## config.mk

```make
export PLATFORM = sky130hd
export DESIGN_NAME = mesi_bus_arbiter
export DESIGN_NICKNAME = d
export VERILOG_FILES = /design/src/rtl/mesi_bus_arbiter.sv
export SDC_FILE = /design/constraint.sdc
export NUM_CORES = 1
export LEC_CHECK = 0
export ABC_AREA = 0
export ABC_CLOCK_PERIOD_IN_PS = 1660
export BUFFER_PORTS_ARGS = -buffer_cell sky130_fd_sc_hd__clkbuf_2
export CORE_MARGIN = 4
export CORE_UTILIZATION = 25
export CTS_CLUSTER_SIZE = 20
export DETAILED_ROUTE_END_ITERATION = 16
export SLEW_MARGIN = 5
export SYNTH_ARGS = -nofsm -noshare
export SYNTH_HDL_FRONTEND = slang
export SYNTH_SLANG_ARGS = --single-unit
```

## constraint.sdc

```tcl
create_clock -name clk -period 1.66 [get_ports clk]
set_input_delay 0.415 -clock clk [delete_from_list [all_inputs] [get_ports clk]]
set_output_delay 0.415 -clock clk [all_outputs]
set_load 0.05 [all_outputs]
```

## src/rtl/mesi_bus_arbiter.sv

```systemverilog
// rtl/mesi_bus_arbiter.sv - round-robin snooping bus arbiter for MESI cache controllers
//
// One transaction is outstanding at a time: a winning core's BusRd/BusRdX is
// broadcast for one cycle, the other cores' snoop responses are sampled, a
// dirty copy is written back first if one exists, then memory is read and the
// owner is told whether to install the line Shared or Exclusive/Modified.
//
// Ports
//   clk, rst            clock, asynchronous active-high reset
//   req                 per-core request, held until that core's done
//   req_cmd             per-core 2-bit command (01 BusRd, 10 BusRdX)
//   req_addr            per-core line address, ADDR_W bits each
//   gnt                 one-hot owner, ADDR through DONE
//   done, done_shared   one-cycle completion pulse and install-S flag
//   bus_valid/cmd/addr  snooped bus broadcast (ADDR cycle only)
//   snoop_hit/dirty     per-core snoop responses, sampled in SNOOP
//   mem_req, mem_we     memory read (we=0) or writeback (we=1) request
//   mem_ack             completes the current memory request
module mesi_bus_arbiter #(
  parameter int NUM_CORES = 4,
  parameter int ADDR_W    = 32
) (
  input  logic                        clk,
  input  logic                        rst,
  input  logic [NUM_CORES-1:0]        req,
  input  logic [2*NUM_CORES-1:0]      req_cmd,
  input  logic [ADDR_W*NUM_CORES-1:0] req_addr,
  output logic [NUM_CORES-1:0]        gnt,
  output logic [NUM_CORES-1:0]        done,
  output logic                        done_shared,
  output logic                        bus_valid,
  output logic [1:0]                  bus_cmd,
  output logic [ADDR_W-1:0]           bus_addr,
  input  logic [NUM_CORES-1:0]        snoop_hit,
  input  logic [NUM_CORES-1:0]        snoop_dirty,
  output logic                        mem_req,
  output logic                        mem_we,
  input  logic                        mem_ack
);

  localparam int IDX_W = (NUM_CORES > 2) ? $clog2(NUM_CORES) : 1;
  localparam logic [1:0] CMD_BUSRD  = 2'b01;
  localparam logic [1:0] CMD_BUSRDX = 2'b10;

  typedef enum logic [2:0] {
    S_IDLE  = 3'd0,
    S_ADDR  = 3'd1,
    S_SNOOP = 3'd2,
    S_WB    = 3'd3,
    S_MEM   = 3'd4,
    S_DONE  = 3'd5
  } state_t;

  state_t               state, state_nxt;
  logic [IDX_W-1:0]     owner;
  logic [1:0]           cmd_q;
  logic [ADDR_W-1:0]    addr_q;
  logic                 shared_q;
  logic [IDX_W-1:0]     rr_ptr;

  logic [NUM_CORES-1:0] eligible;
  logic [NUM_CORES-1:0] owner_oh;
  logic                 pick_found;
  logic [IDX_W-1:0]     pick_idx;
  logic [1:0]           pick_cmd;
  logic [ADDR_W-1:0]    pick_addr;
  logic                 dirty_other;
  logic [IDX_W-1:0]     rr_next;

  assign owner_oh = NUM_CORES'(1) << owner;

  // Snoop responses from the owner itself are meaningless for its own miss.
  assign dirty_other = |(snoop_dirty & ~owner_oh);

  assign rr_next = (owner == IDX_W'(NUM_CORES - 1)) ? '0 : owner + IDX_W'(1);

  // Illegal commands (00/11) make a core invisible to arbitration.
  always_comb begin
    eligible = '0;
    for (int i = 0; i < NUM_CORES; i++) begin
      eligible[i] = req[i] && (req_cmd[2*i +: 2] == CMD_BUSRD ||
                               req_cmd[2*i +: 2] == CMD_BUSRDX);
    end
  end

  // First eligible core at or after rr_ptr, wrapping modulo NUM_CORES.
  always_comb begin
    int k;
    k          = 0;
    pick_found = 1'b0;
    pick_idx   = '0;
    for (int i = 0; i < NUM_CORES; i++) begin
      k = int'(rr_ptr) + i;
      if (k >= NUM_CORES) k = k - NUM_CORES;
      if (!pick_found && eligible[k[IDX_W-1:0]]) begin
        pick_found = 1'b1;
        pick_idx   = k[IDX_W-1:0];
      end
    end
  end

  always_comb begin
    pick_cmd  = 2'b00;
    pick_addr = '0;
    for (int i = 0; i < NUM_CORES; i++) begin
      if (pick_idx == IDX_W'(i)) begin
        pick_cmd  = req_cmd[2*i +: 2];
        pick_addr = req_addr[ADDR_W*i +: ADDR_W];
      end
    end
  end

  // State register
  always_ff @(posedge clk or posedge rst) begin
    if (rst) state <= S_IDLE;
    else     state <= state_nxt;
  end

  // Transaction context and round-robin pointer
  always_ff @(posedge clk or posedge rst) begin
    if (rst) begin
      owner    <= '0;
      cmd_q    <= 2'b00;
      addr_q   <= '0;
      shared_q <= 1'b0;
      rr_ptr   <= '0;
    end else begin
      case (state)
        S_IDLE: begin
          if (pick_found) begin
            owner    <= pick_idx;
            cmd_q    <= pick_cmd;
            addr_q   <= pick_addr;
            shared_q <= 1'b0;
          end
        end
        S_SNOOP: shared_q <= (cmd_q == CMD_BUSRD) && |(snoop_hit & ~owner_oh);
        S_DONE:  rr_ptr   <= rr_next;
        default: ;
      endcase
    end
  end

  // Next-state logic
  always_comb begin
    state_nxt = state;
    case (state)
      S_IDLE:  if (pick_found) state_nxt = S_ADDR;
      S_ADDR:  state_nxt = S_SNOOP;
      S_SNOOP: state_nxt = dirty_other ? S_WB : S_MEM;
      S_WB:    if (mem_ack) state_nxt = S_MEM;
      S_MEM:   if (mem_ack) state_nxt = S_DONE;
      S_DONE:  state_nxt = S_IDLE;
      default: state_nxt = S_IDLE;
    endcase
  end

  // Outputs are decoded from state only, so reset clears them immediately.
  always_comb begin
    gnt         = '0;
    done        = '0;
    done_shared = 1'b0;
    bus_valid   = 1'b0;
    bus_cmd     = 2'b00;
    bus_addr    = '0;
    mem_req     = 1'b0;
    mem_we      = 1'b0;
    case (state)
      S_ADDR: begin
        gnt       = owner_oh;
        bus_valid = 1'b1;
        bus_cmd   = cmd_q;
        bus_addr  = addr_q;
      end
      S_SNOOP: gnt = owner_oh;
      S_WB: begin
        gnt     = owner_oh;
        mem_req = 1'b1;
        mem_we  = 1'b1;
      end
      S_MEM: begin
        gnt     = owner_oh;
        mem_req = 1'b1;
      end
      S_DONE: begin
        gnt         = owner_oh;
        done        = owner_oh;
        done_shared = shared_q;
      end
      default: ;
    endcase
  end

endmodule
```

==> impl_metrics.csv <==
group,metric,value,unit
synth,syn_inst,369,
final_layout,layout_common_cells,"148 x clkbuf_2, 67 x nand2_1, 44 x and2_4",
setup_path,path_cells,"nor3_4 > buf_4 > buf_8 > and2_4 > buf_12",
die,row_count,39,
clock_tree,cts_htree_levels,2,
grt,grt_overflow,0,
setup_path,worst-setup-path-type,"reg2out",
setup_path,critPathBufInv,3,
routing,wl_per_cell,21.13,µm
final_layout,syn2layout_area_growth,132.2,%
synth,synth_top_family_by_area,"simple AND/OR/NAND/NOR gates",
synth,yosysWarnings,0,
die,core_region_area,0.01156,mm²
pwr,leakagePower,3.197,nW
die,die_w,117.3,µm
synth,yosys_register_bits,42,
final_layout,nNetsFinal,791,
synth,ys_seq_area_share,35.21,%
placed_design,pre_cts_slack,-595.6,ps
placed_design,io_buffers,196,
grt,grt_usage,19.91,%
setup_path,worst_path_max_delay_cell,"dfrtp_2",
synth,synthXorXnorAreaFrac,1.174,%
clock_tree,clock-sinks,42,
grt,grt_first_pass_wirelength,21300,µm
final_layout,layout.cells.non_filler,779,
die,die_area,0.01375,mm²
setup_path,crit_required,1240,ps
synth,synth.distinct_cells,35,
setup_path,max_stage_delay,450,ps
final_layout,drive_gt1_share,71.54,%
grt,grt_max_degree,43,
sta,layout_setup_ws,-335.5,ps
sta,drv_slew,0,
routing,drtIter0Drc,255,
final_layout,mostFrequentLayoutCell,"clkbuf_2",
clock_tree,tritoncts,"done",
sta,period_needed,1996,ps
routing,first_pass_iters,5,
routing,drt-vias-per-instance,5.322,
clock_tree,cts_buffer_depth,2,
clock_tree,holdBufCountCts,0,
routing,antenna_left,0,
synth,synthAdderAreaFrac,1.676,%
die,die_y,117.3,µm
synth,synth_mux_area_share,0.7125,%
sta,finClkSkew,4.886,ps
clock_tree,root_buffer,"clkbuf_16",
final_layout,diodes,0,
synth,yosys.area_share.simple,27.24,%
synth,syn_area_per_cell,8.090,µm²
routing,routed_wl,16460,µm
grt,antenna_found_initial,0,
routing,post-route-drc-count,0,
outcome,violations,"setup timing",
setup_path,arrival,1580,ps
sta,rsz0062_at_grt,"yes",
die,io_pins,197,
setup_path,cp_top_family,"flip-flops",
synth,syn_nets,524,
setup_path,cp-start-kind,"flip-flop",
placed_design,hpwlAfterDp,9414,µm
clock_tree,path_clk_slew,60,ps
sta,fin_crit_sh,120.2,%
sta,fmax,501.1,MHz
clock_tree,cts_made_buffers,5,
pwr,power_density,1870,mW/mm²
synth,synth_compound_area_share,27.24,%
sta,tightest_slew,509.1,ps
die,initial_core_util,25.81,%
routing,dr_total_vias,4146,
sta,setup_viol,81,
synth,syn-cell-area,0.002985,mm²
synth,synth_top_area_share,35.21,%
placed_design,placement.cell_area,0.005214,mm²
setup_path,crit_path_end_kind,"primary output",
synth,synth_top_cell_by_area,"dfrtp_1",
clock_tree,clk_latency,290,ps
final_layout,final_area,0.006932,mm²
synth,synth.area.top_cells,"dfrtp_1 35%, nand2_1 14%, a32oi_1 10%, o221ai_1 10%, and2_1 9.4%",
min_path,hp-class,"in2async",
grt,grt_pass1_vias,4262,
placed_design,gp_congestion,0.8321,
outcome,status,"finished, violations left",
final_layout,fin_util,59.94,%
placed_design,dp.cells,732,
pwr,total_power,0.01296,W
sta,finalHoldViolCount,0,
sta,slew_headroom,66.06,%
pwr,ir_drop,0.8611,mV
setup_path,worstPathMaxFanout,5,
job,cap_violations,0,
-- cell type report --
type                            instances  area, µm²
Tap cell                              143      178.9
Timing Repair Buffer                  291       3002
Fill cell                             901       4633
Clock inverter                          1      30.03
Sequential cell                        42       1055
Inverter                               13      48.80
Multi-Input combinational cell        283       2479
Clock buffer                            6      138.9
-- tightest hold or removal path: stages --
cell and delay, ps:
clkbuf_2 90, inv_2 60, buf_12 250
-- registers in the layout, indices dropped and copies added (netlist names) --
signal and cells:
addr_q 32, cmd_q 2, owner 2, rr_ptr 2, shared_q 1, state 3
-- cells in the mapped netlist --
cell      count
nand3_1       5
a41o_1        1
nand3b_1      2
o21ai_1       3
a221oi_1      2
xor2_1        4
nor2_1        8
a311oi_4      1
a22oi_1       4
mux2_2        1
o221ai_1     34
and2_1       45
nand2_1     109
and3_4        1
or3_1         1
ha_1          4
a311o_1       1
clkbuf_1     17
nand2b_1      1
buf_2        11
o22ai_1       3
o21ai_0       5
a21o_1        2
o21bai_1      1
nor3b_1       1
a21oi_2       1
a21oi_1       2
buf_6         3
inv_1        13
a32oi_1      35
mux2i_1       1
nand2_2       1
nor3_1        3
dfrtp_1      42
a311oi_2      1
-- cell families after synthesis --
kind of cell    count (synthesis)
simple gates                  177
compound gates                 96
buf+inv                        44
flops                          42
xor+xnor                        4
fa+ha+maj                       4
mux                             2
-- timing repair --
action / CTS / global route
endpoints found under the setup margin: 83 / 86
endpoints found under the hold margin: 0 / 0
gates cloned: 6 / 14
setup buffers: 15 / 11
gates resized for setup: 124 / 112
pin swaps: 56 / 82
-- routing by layer --
layer	up-vias	GRT usage, %	routed length (µm)
met5	-	0	0
met2	210	36.31	8641
li1	1882	-	-
met1	2023	23.17	6344
met4	0	6.804	393
met3	31	3.805	1080
-- stage by stage --
step / setup TNS [ps] / hold slack, ps
after global placement: -19460 / 455.8
after detailed placement: -21250 / 458.6
after floorplan: -8659 / 449.7
after CTS: -17970 / 153.5
final: -19510 / 140.7
after global routing: -24650 / 169.0
-- worst paths after layout --
kind | cells after the start | slack [ps] | to | startpoint
min in group clk | 3 | 380 | addr_q[10] | req_addr[10]
setup reg to reg | 8 | -200 | addr_q[14] | rr_ptr[1]
setup / recovery | 5 | -340 | bus_addr[14] | state[1]
hold / removal | 3 | 140 | addr_q[4] | rst
max in group asynchronous | 3 | 1280 | owner[1] | rst
hold reg to reg | 1 | 490 | shared_q | shared_q
-- power by group --
group	total (W)	internal (W)	switching, W
sequential	0.00191	0.00157	0.000343
clock	0.00116	0.000743	0.000417
combinational	0.00990	0.00501	0.00488
total	0.0130	0.00732	0.00564
Note: power is estimated with default switching activity, not from simulation.
